`config.mk`:
```
export PLATFORM = sky130hd
export DESIGN_NAME = vecmac_seq
export DESIGN_NICKNAME = d
export VERILOG_FILES = /design/src/rtl/vecmac_pkg.sv /design/src/rtl/mul4x8x8_wallace.sv /design/src/rtl/vecmac_seq.sv
export SDC_FILE = /design/constraint.sdc
export NUM_CORES = 1
export LEC_CHECK = 0
export CORE_MARGIN = 2
export CORE_UTILIZATION = 35
export DETAILED_ROUTE_END_ITERATION = 6
export SLEW_MARGIN = 20
export SYNTH_ARGS = -nofsm -noshare
export SYNTH_HDL_FRONTEND = slang
export SYNTH_HIERARCHICAL = 1
export SYNTH_SLANG_ARGS = --single-unit
```
`constraint.sdc`:
```
create_clock -name clk -period 3.6 [get_ports clk]
set_input_delay 0.54 -clock clk [delete_from_list [all_inputs] [get_ports clk]]
set_output_delay 0.54 -clock clk [all_outputs]
set_load 0.02 [all_outputs]
```
`src/rtl/vecmac_pkg.sv`:
```
// Shared types and constants for the int8 vector-MAC sequencer.
// Latency: n/a (types, constants and a pure combinational helper).
// Backpressure: n/a.
package vecmac_pkg;

  typedef enum logic [1:0] {
    IDLE  = 2'd0,
    ACCUM = 2'd1,
    DRAIN = 2'd2,
    DONE  = 2'd3
  } state_e;

  localparam int LANES       = 4;
  localparam int LANE_W      = 8;
  localparam int PROD_W      = 16;
  localparam int LSUM_W      = 18;
  localparam int MUL_LAT_DEF = 3;

  // Adds the four 16-bit lane products; 18 bits cannot overflow (4 * 65025).
  function automatic logic [LSUM_W-1:0] lane_sum(input logic [LANES*PROD_W-1:0] p);
    logic [LSUM_W-1:0] s;
    s = '0;
    for (int i = 0; i < LANES; i++) begin
      s = s + LSUM_W'(p[i*PROD_W +: PROD_W]);
    end
    return s;
  endfunction

endpackage

```
`src/rtl/mul4x8x8_wallace.sv`:
```
// Four independent unsigned 8x8 multipliers, fully pipelined, one beat per cycle.
// Latency: 3 edges from in_valid sampled to out_valid/out_p registered.
// Backpressure: none; accepts every cycle, caller must consume every output.
module mul4x8x8_wallace
  import vecmac_pkg::*;
(
  input  logic                    clk,
  input  logic                    rst_n,
  input  logic                    in_valid,
  input  logic [LANES*LANE_W-1:0] in_a,
  input  logic [LANES*LANE_W-1:0] in_b,
  output logic                    out_valid,
  output logic [LANES*PROD_W-1:0] out_p
);

  logic [LANES*LANE_W-1:0] a_q, b_q;
  logic                    v1_q, v2_q, v3_q;
  logic [LANES-1:0][11:0]  lo_q, hi_q;
  logic [LANES*PROD_W-1:0] p_q;

  // Stage 1: register operands.
  always_ff @(posedge clk) begin
    if (!rst_n) begin
      a_q  <= '0;
      b_q  <= '0;
      v1_q <= 1'b0;
    end else begin
      a_q  <= in_a;
      b_q  <= in_b;
      v1_q <= in_valid;
    end
  end

  // Stage 2: per lane, split b into nibbles and form two 8x4 partial sums.
  always_ff @(posedge clk) begin
    if (!rst_n) begin
      lo_q <= '0;
      hi_q <= '0;
      v2_q <= 1'b0;
    end else begin
      for (int i = 0; i < LANES; i++) begin
        lo_q[i] <= {4'b0, a_q[i*LANE_W +: LANE_W]} * {8'b0, b_q[i*LANE_W +: 4]};
        hi_q[i] <= {4'b0, a_q[i*LANE_W +: LANE_W]} * {8'b0, b_q[i*LANE_W+4 +: 4]};
      end
      v2_q <= v1_q;
    end
  end

  // Stage 3: final carry-propagate add of the shifted partial sums.
  always_ff @(posedge clk) begin
    if (!rst_n) begin
      p_q  <= '0;
      v3_q <= 1'b0;
    end else begin
      for (int i = 0; i < LANES; i++) begin
        p_q[i*PROD_W +: PROD_W] <= PROD_W'(lo_q[i]) + {hi_q[i], 4'b0};
      end
      v3_q <= v2_q;
    end
  end

  assign out_valid = v3_q;
  assign out_p     = p_q;

endmodule

```
`src/rtl/vecmac_seq.sv`:
```
// Unsigned int8 dot-product sequencer around the 4-lane multiplier.
// Latency: last beat accepted at edge t -> m_valid from edge t+MUL_LAT.
// Backpressure: s_ready low from last beat until result handshake; outputs hold while m_ready low.
module vecmac_seq
  import vecmac_pkg::*;
#(
  parameter int ACC_W   = 32,
  parameter int CNT_W   = 16,
  parameter int MUL_LAT = MUL_LAT_DEF
) (
  input  logic                    clk,
  input  logic                    rst,
  input  logic                    s_valid,
  output logic                    s_ready,
  input  logic [LANES*LANE_W-1:0] s_a,
  input  logic [LANES*LANE_W-1:0] s_b,
  input  logic                    s_last,
  output logic                    m_valid,
  input  logic                    m_ready,
  output logic [ACC_W-1:0]        m_sum,
  output logic [CNT_W-1:0]        m_count,
  output logic                    m_ovf,
  output logic                    busy
);

  state_e                  state_q, state_d;
  logic [MUL_LAT-1:0]      tag_vld_q, tag_last_q;
  logic [ACC_W-1:0]        acc_q, acc_d, sum_q, sum_d;
  logic [CNT_W-1:0]        cnt_q, cnt_d, mcnt_q, mcnt_d;
  logic                    ovf_q, ovf_d, movf_q, movf_d;
  logic                    beat_acc, mul_vld, last_done, handoff;
  logic [LANES*PROD_W-1:0] mul_p;
  logic [LSUM_W-1:0]       lsum;
  logic [ACC_W:0]          acc_ext;

  assign s_ready   = (state_q == IDLE) || (state_q == ACCUM);
  assign m_valid   = (state_q == DONE);
  assign busy      = (state_q != IDLE);
  assign beat_acc  = s_valid && s_ready;
  assign handoff   = m_valid && m_ready;
  assign last_done = tag_vld_q[MUL_LAT-1] && tag_last_q[MUL_LAT-1];

  mul4x8x8_wallace u_mul (
    .clk       (clk),
    .rst_n     (~rst),
    .in_valid  (beat_acc),
    .in_a      (s_a),
    .in_b      (s_b),
    .out_valid (mul_vld),
    .out_p     (mul_p)
  );

  assign lsum    = lane_sum(mul_p);
  assign acc_ext = {1'b0, acc_q} + (ACC_W+1)'(lsum);

  // Tag pipeline: valid/last travel alongside each beat inside the multiplier.
  always_ff @(posedge clk) begin
    if (rst) begin
      tag_vld_q  <= '0;
      tag_last_q <= '0;
    end else begin
      tag_vld_q[0]  <= beat_acc;
      tag_last_q[0] <= beat_acc && s_last;
      for (int i = 1; i < MUL_LAT; i++) begin
        tag_vld_q[i]  <= tag_vld_q[i-1];
        tag_last_q[i] <= tag_last_q[i-1];
      end
    end
  end

  // FSM next state: one vector in flight at a time, result must drain before the next.
  always_comb begin
    state_d = state_q;
    case (state_q)
      IDLE:    if (beat_acc) state_d = s_last ? DRAIN : ACCUM;
      ACCUM:   if (beat_acc && s_last) state_d = DRAIN;
      DRAIN:   if (last_done) state_d = DONE;
      DONE:    if (m_ready) state_d = IDLE;
      default: state_d = IDLE;
    endcase
  end

  // Accumulate products, count beats (saturating), snapshot result on the last product.
  always_comb begin
    acc_d  = acc_q;
    ovf_d  = ovf_q;
    cnt_d  = cnt_q;
    sum_d  = sum_q;
    mcnt_d = mcnt_q;
    movf_d = movf_q;
    if (mul_vld) begin
      acc_d = acc_ext[ACC_W-1:0];
      ovf_d = ovf_q | acc_ext[ACC_W];
    end
    if (beat_acc && (cnt_q != {CNT_W{1'b1}})) begin
      cnt_d = cnt_q + CNT_W'(1);
    end
    if (last_done) begin
      sum_d  = acc_ext[ACC_W-1:0];
      movf_d = ovf_q | acc_ext[ACC_W];
      mcnt_d = cnt_q;
    end
    // Handoff and further products never coincide: DONE is only reached once the pipe is empty.
    if (handoff) begin
      acc_d = '0;
      ovf_d = 1'b0;
      cnt_d = '0;
    end
  end

  // State and datapath registers; reset drops any partial vector.
  always_ff @(posedge clk) begin
    if (rst) begin
      state_q <= IDLE;
      acc_q   <= '0;
      ovf_q   <= 1'b0;
      cnt_q   <= '0;
      sum_q   <= '0;
      mcnt_q  <= '0;
      movf_q  <= 1'b0;
    end else begin
      state_q <= state_d;
      acc_q   <= acc_d;
      ovf_q   <= ovf_d;
      cnt_q   <= cnt_d;
      sum_q   <= sum_d;
      mcnt_q  <= mcnt_d;
      movf_q  <= movf_d;
    end
  end

  assign m_sum   = sum_q;
  assign m_count = mcnt_q;
  assign m_ovf   = movf_q;

endmodule

```
==> impl_metrics.toml <==
[status]
status = "finished, violations left"
violations = "setup timing"

[drt]
ant_nets = 0
vias_per_cell = 4.80
drt_pre_antenna_iters = 5
drt_iter0_markers = 782
vias = 16871
wl_per_cell_um = 14.3
drc = 0
routed_wl_um = 50400

[clocking]
htreeDepth = 2
cts.sinks = 333
path_clk_slew_ns = 0.06
worst_skew_pair.late_latency_ns = 0.56
cts_tree = "done"
clockRootBuffer = "clkbuf_16"
clockBufferDepth = 3
cts_hold_buf = 0
cts-buffers-inserted = 39

[worst_setup_path]
startpoint = "u_mul/out_p[17]"
crit-reg2reg-launch = "u_mul/out_p[17]"
path_max_fanout = 4
slowest_stage = "fa_1"
start_kind = "flop"
end_kind = "flop"
critPathRequiredTime_ns = 4.00
worstSetupPathType = "flop to flop"
crit_family = "adder cells"
slowest_delay_ns = 0.49
arrival_ns = 4.40
crit_top_cell = "fa_1"
crit_chain = "fa_1, fa_1, inv_1, fa_1, inv_1, ha_2, inv_2, fa_2, nand2b_4, a21o_4, a32oi_4, a31o_4, a21oi_2, buf_4, o31ai_1, a21oi_2"
critical_path_buf_inv_count = 4

[sta]
fin_worst_skew_ns = 0.0163
slew-limit-headroom_pct = 33.2
period_share_pct = 111
max_freq_ghz = 0.250
fin_ws_ns = -0.405
rsz0062_at_grt = "true"
maxSlewViolCount = 0
worstMarginPinSlew_ns = 0.999
post-route-min-period_ns = 4.01
setup-violations-final = 50
hold_viol = 0
fin_hold_ws_ns = 0.432

[floorplanning]
ios = 121
initial_core_util_pct = 35.4
die_h_um = 254
rows = 91
dieArea_um2 = 64300
fp.dieW_um = 254
coreArea_um2 = 61600

[power]
p_leak_nw = 11.6
peakVddDrop_mv = 0.359
power-per-cell-area_nw_per_um2 = 384

[synthesis]
ys_ff_latch = 333
post_synth.cell_area_avg_um2 = 8.81
synthesis.area_um2 = 21800
yosysSeqAreaShare_pct = 30.6
synth-edff-count = 0
ys.flop_type = "dfxtp_1"
netlist.area_leader.share_pct = 30.6
syn_inst = 2473
yosys-top-cells-area = "dfxtp_1 (31%), fa_1 (14%), ha_1 (11%)"
synthArstFlopShare_pct = 0
yosysTopAreaCell = "dfxtp_1"
synth_cell_types = 76
ys_warn_count = 6
synth_nets = 2877

[final_layout]
fin_nets = 3056
n_antenna_cell = 0
syn_to_final_growth_pct = 21.1
drive_above_1_share_pct = 9.81
final_area_um2 = 26400

[grt]
grtUsageTotal_pct = 15.9
overflow = 0
antenna_found_initial = 0
grt_start_max_net_pins = 77
grt_pass1_wl_um = 84300
first_global_vias = 17267

[placement]
portBuffers = 120
pre_cts_ws_ns = -0.510
place_hpwl_um = 38000
postPlaceCellArea_um2 = 24200
place.gp.congestion = 0.858

[min_path]
hp-start = "u_mul/v2_q"
holdCritPathClass = "flop to flop"

[run]
max_cap_viol_count = 0
-- kinds of logic after synthesis --
family | after synthesis | share of synthesized area [%]
buf+inv | 388 | 7.15
compound gates | 389 | 11.4
xor+xnor | 83 | 3.34
mux | 25 | 1.15
flops | 333 | 30.6
fa+ha+maj | 335 | 24.3
simple gates | 920 | 22.1
-- state kept, by name (all words and copies together), names as in the netlist, 3 cells and up --
| name | cells |
|---|---|
| u_mul/out_p | 64 |
| u_mul/hi_q | 48 |
| m_sum | 32 |
| tag_vld_q | 3 |
| u_mul/a_q | 32 |
| tag_last_q | 3 |
| u_mul/b_q | 32 |
| m_count | 16 |
| cnt_q | 16 |
| acc_q | 32 |
| u_mul/lo_q | 48 |
-- cell usage after synthesis (all sizes together), types with 42 or more instances --
master,instances
dfxtp,333
inv,321
and2,294
nand2,200
ha,188
nor2,151
fa,147
a21oi,141
o21ai,78
nand3,59
clkbuf,47
xor2,43
nor3,42
-- power breakdown --
| part | internal [mW] | leakage [nW] | switching (mW) |
|---|---|---|---|
| sequential | 3.85 | 2.72 | 0.152 |
| clock | 2.87 | 0.719 | 1.60 |
| combinational | 0.763 | 8.14 | 0.905 |
| total | 7.49 | 11.6 | 2.66 |
-- routing by layer --
layer  track usage (%)  up-vias  wire, um
met2              27.0      315     23700
met4              4.14        0       933
met1              21.0     8023     24000
met3              2.26       57      1850
met5                 0        -         0
li1                  -     8476         -
-- final timing paths --
| path | slack (ns) | cells past startpoint | end |
|---|---|---|---|
| worst min-delay path | 0.43 | 1 | u_mul/out_valid |
| worst max register to register | -0.41 | 16 | acc_q[27] |
| worst min register to register | 0.43 | 1 | u_mul/out_valid |
| worst max-delay path | -0.41 | 16 | acc_q[27] |
-- final cells by class --
class | instances | area (um2)
inverters | 323 | 1210
repair buffers | 202 | 1850
multi-input cells | 1753 | 14100
flip-flops and latches | 333 | 6670
clock buffers | 48 | 1090
clock inverters | 21 | 379
well taps | 837 | 1050
fillers | 6007 | 35200
-- per-stage QoR --
step	instances	util, %	power (mW)	setup TNS, ns
after global routing	3517	42.8	10.7	-20.52
after floorplan	2473	-	5.08	-4.44
after CTS	3508	42.3	10.3	-9.81
final	3517	42.8	10.1	-12.16
after global placement	3425	39.2	5.58	-12.69
after detailed placement	3425	39.2	5.62	-14.88
-- placed cells by master, fill, tap and decap left out, types with 24 or more instances in the layout --
cell type,count
dfxtp_1,327
inv_1,317
and2_1,289
nand2_1,198
ha_1,179
nor2_1,150
fa_1,144
clkdlybuf4s50_1,119
a21oi_1,113
buf_4,74
nand3_1,58
o21ai_0,55
nor3_1,41
nand2b_1,40
clkbuf_16,40
xor2_1,39
nand4_1,36
nor2b_1,35
xnor2_1,32
mux2i_1,24
-- what timing repair did --
| action | 4_1_cts | 5_1_grt |
|---|---|---|
| setup buffers | 12 | 9 |
| gates resized for setup | 72 | 49 |
| endpoints found under the setup margin | 50 | 54 |
| gates cloned | 3 | 0 |
| pin swaps | 48 | 29 |
Note: power is estimated with default switching activity, not from simulation.
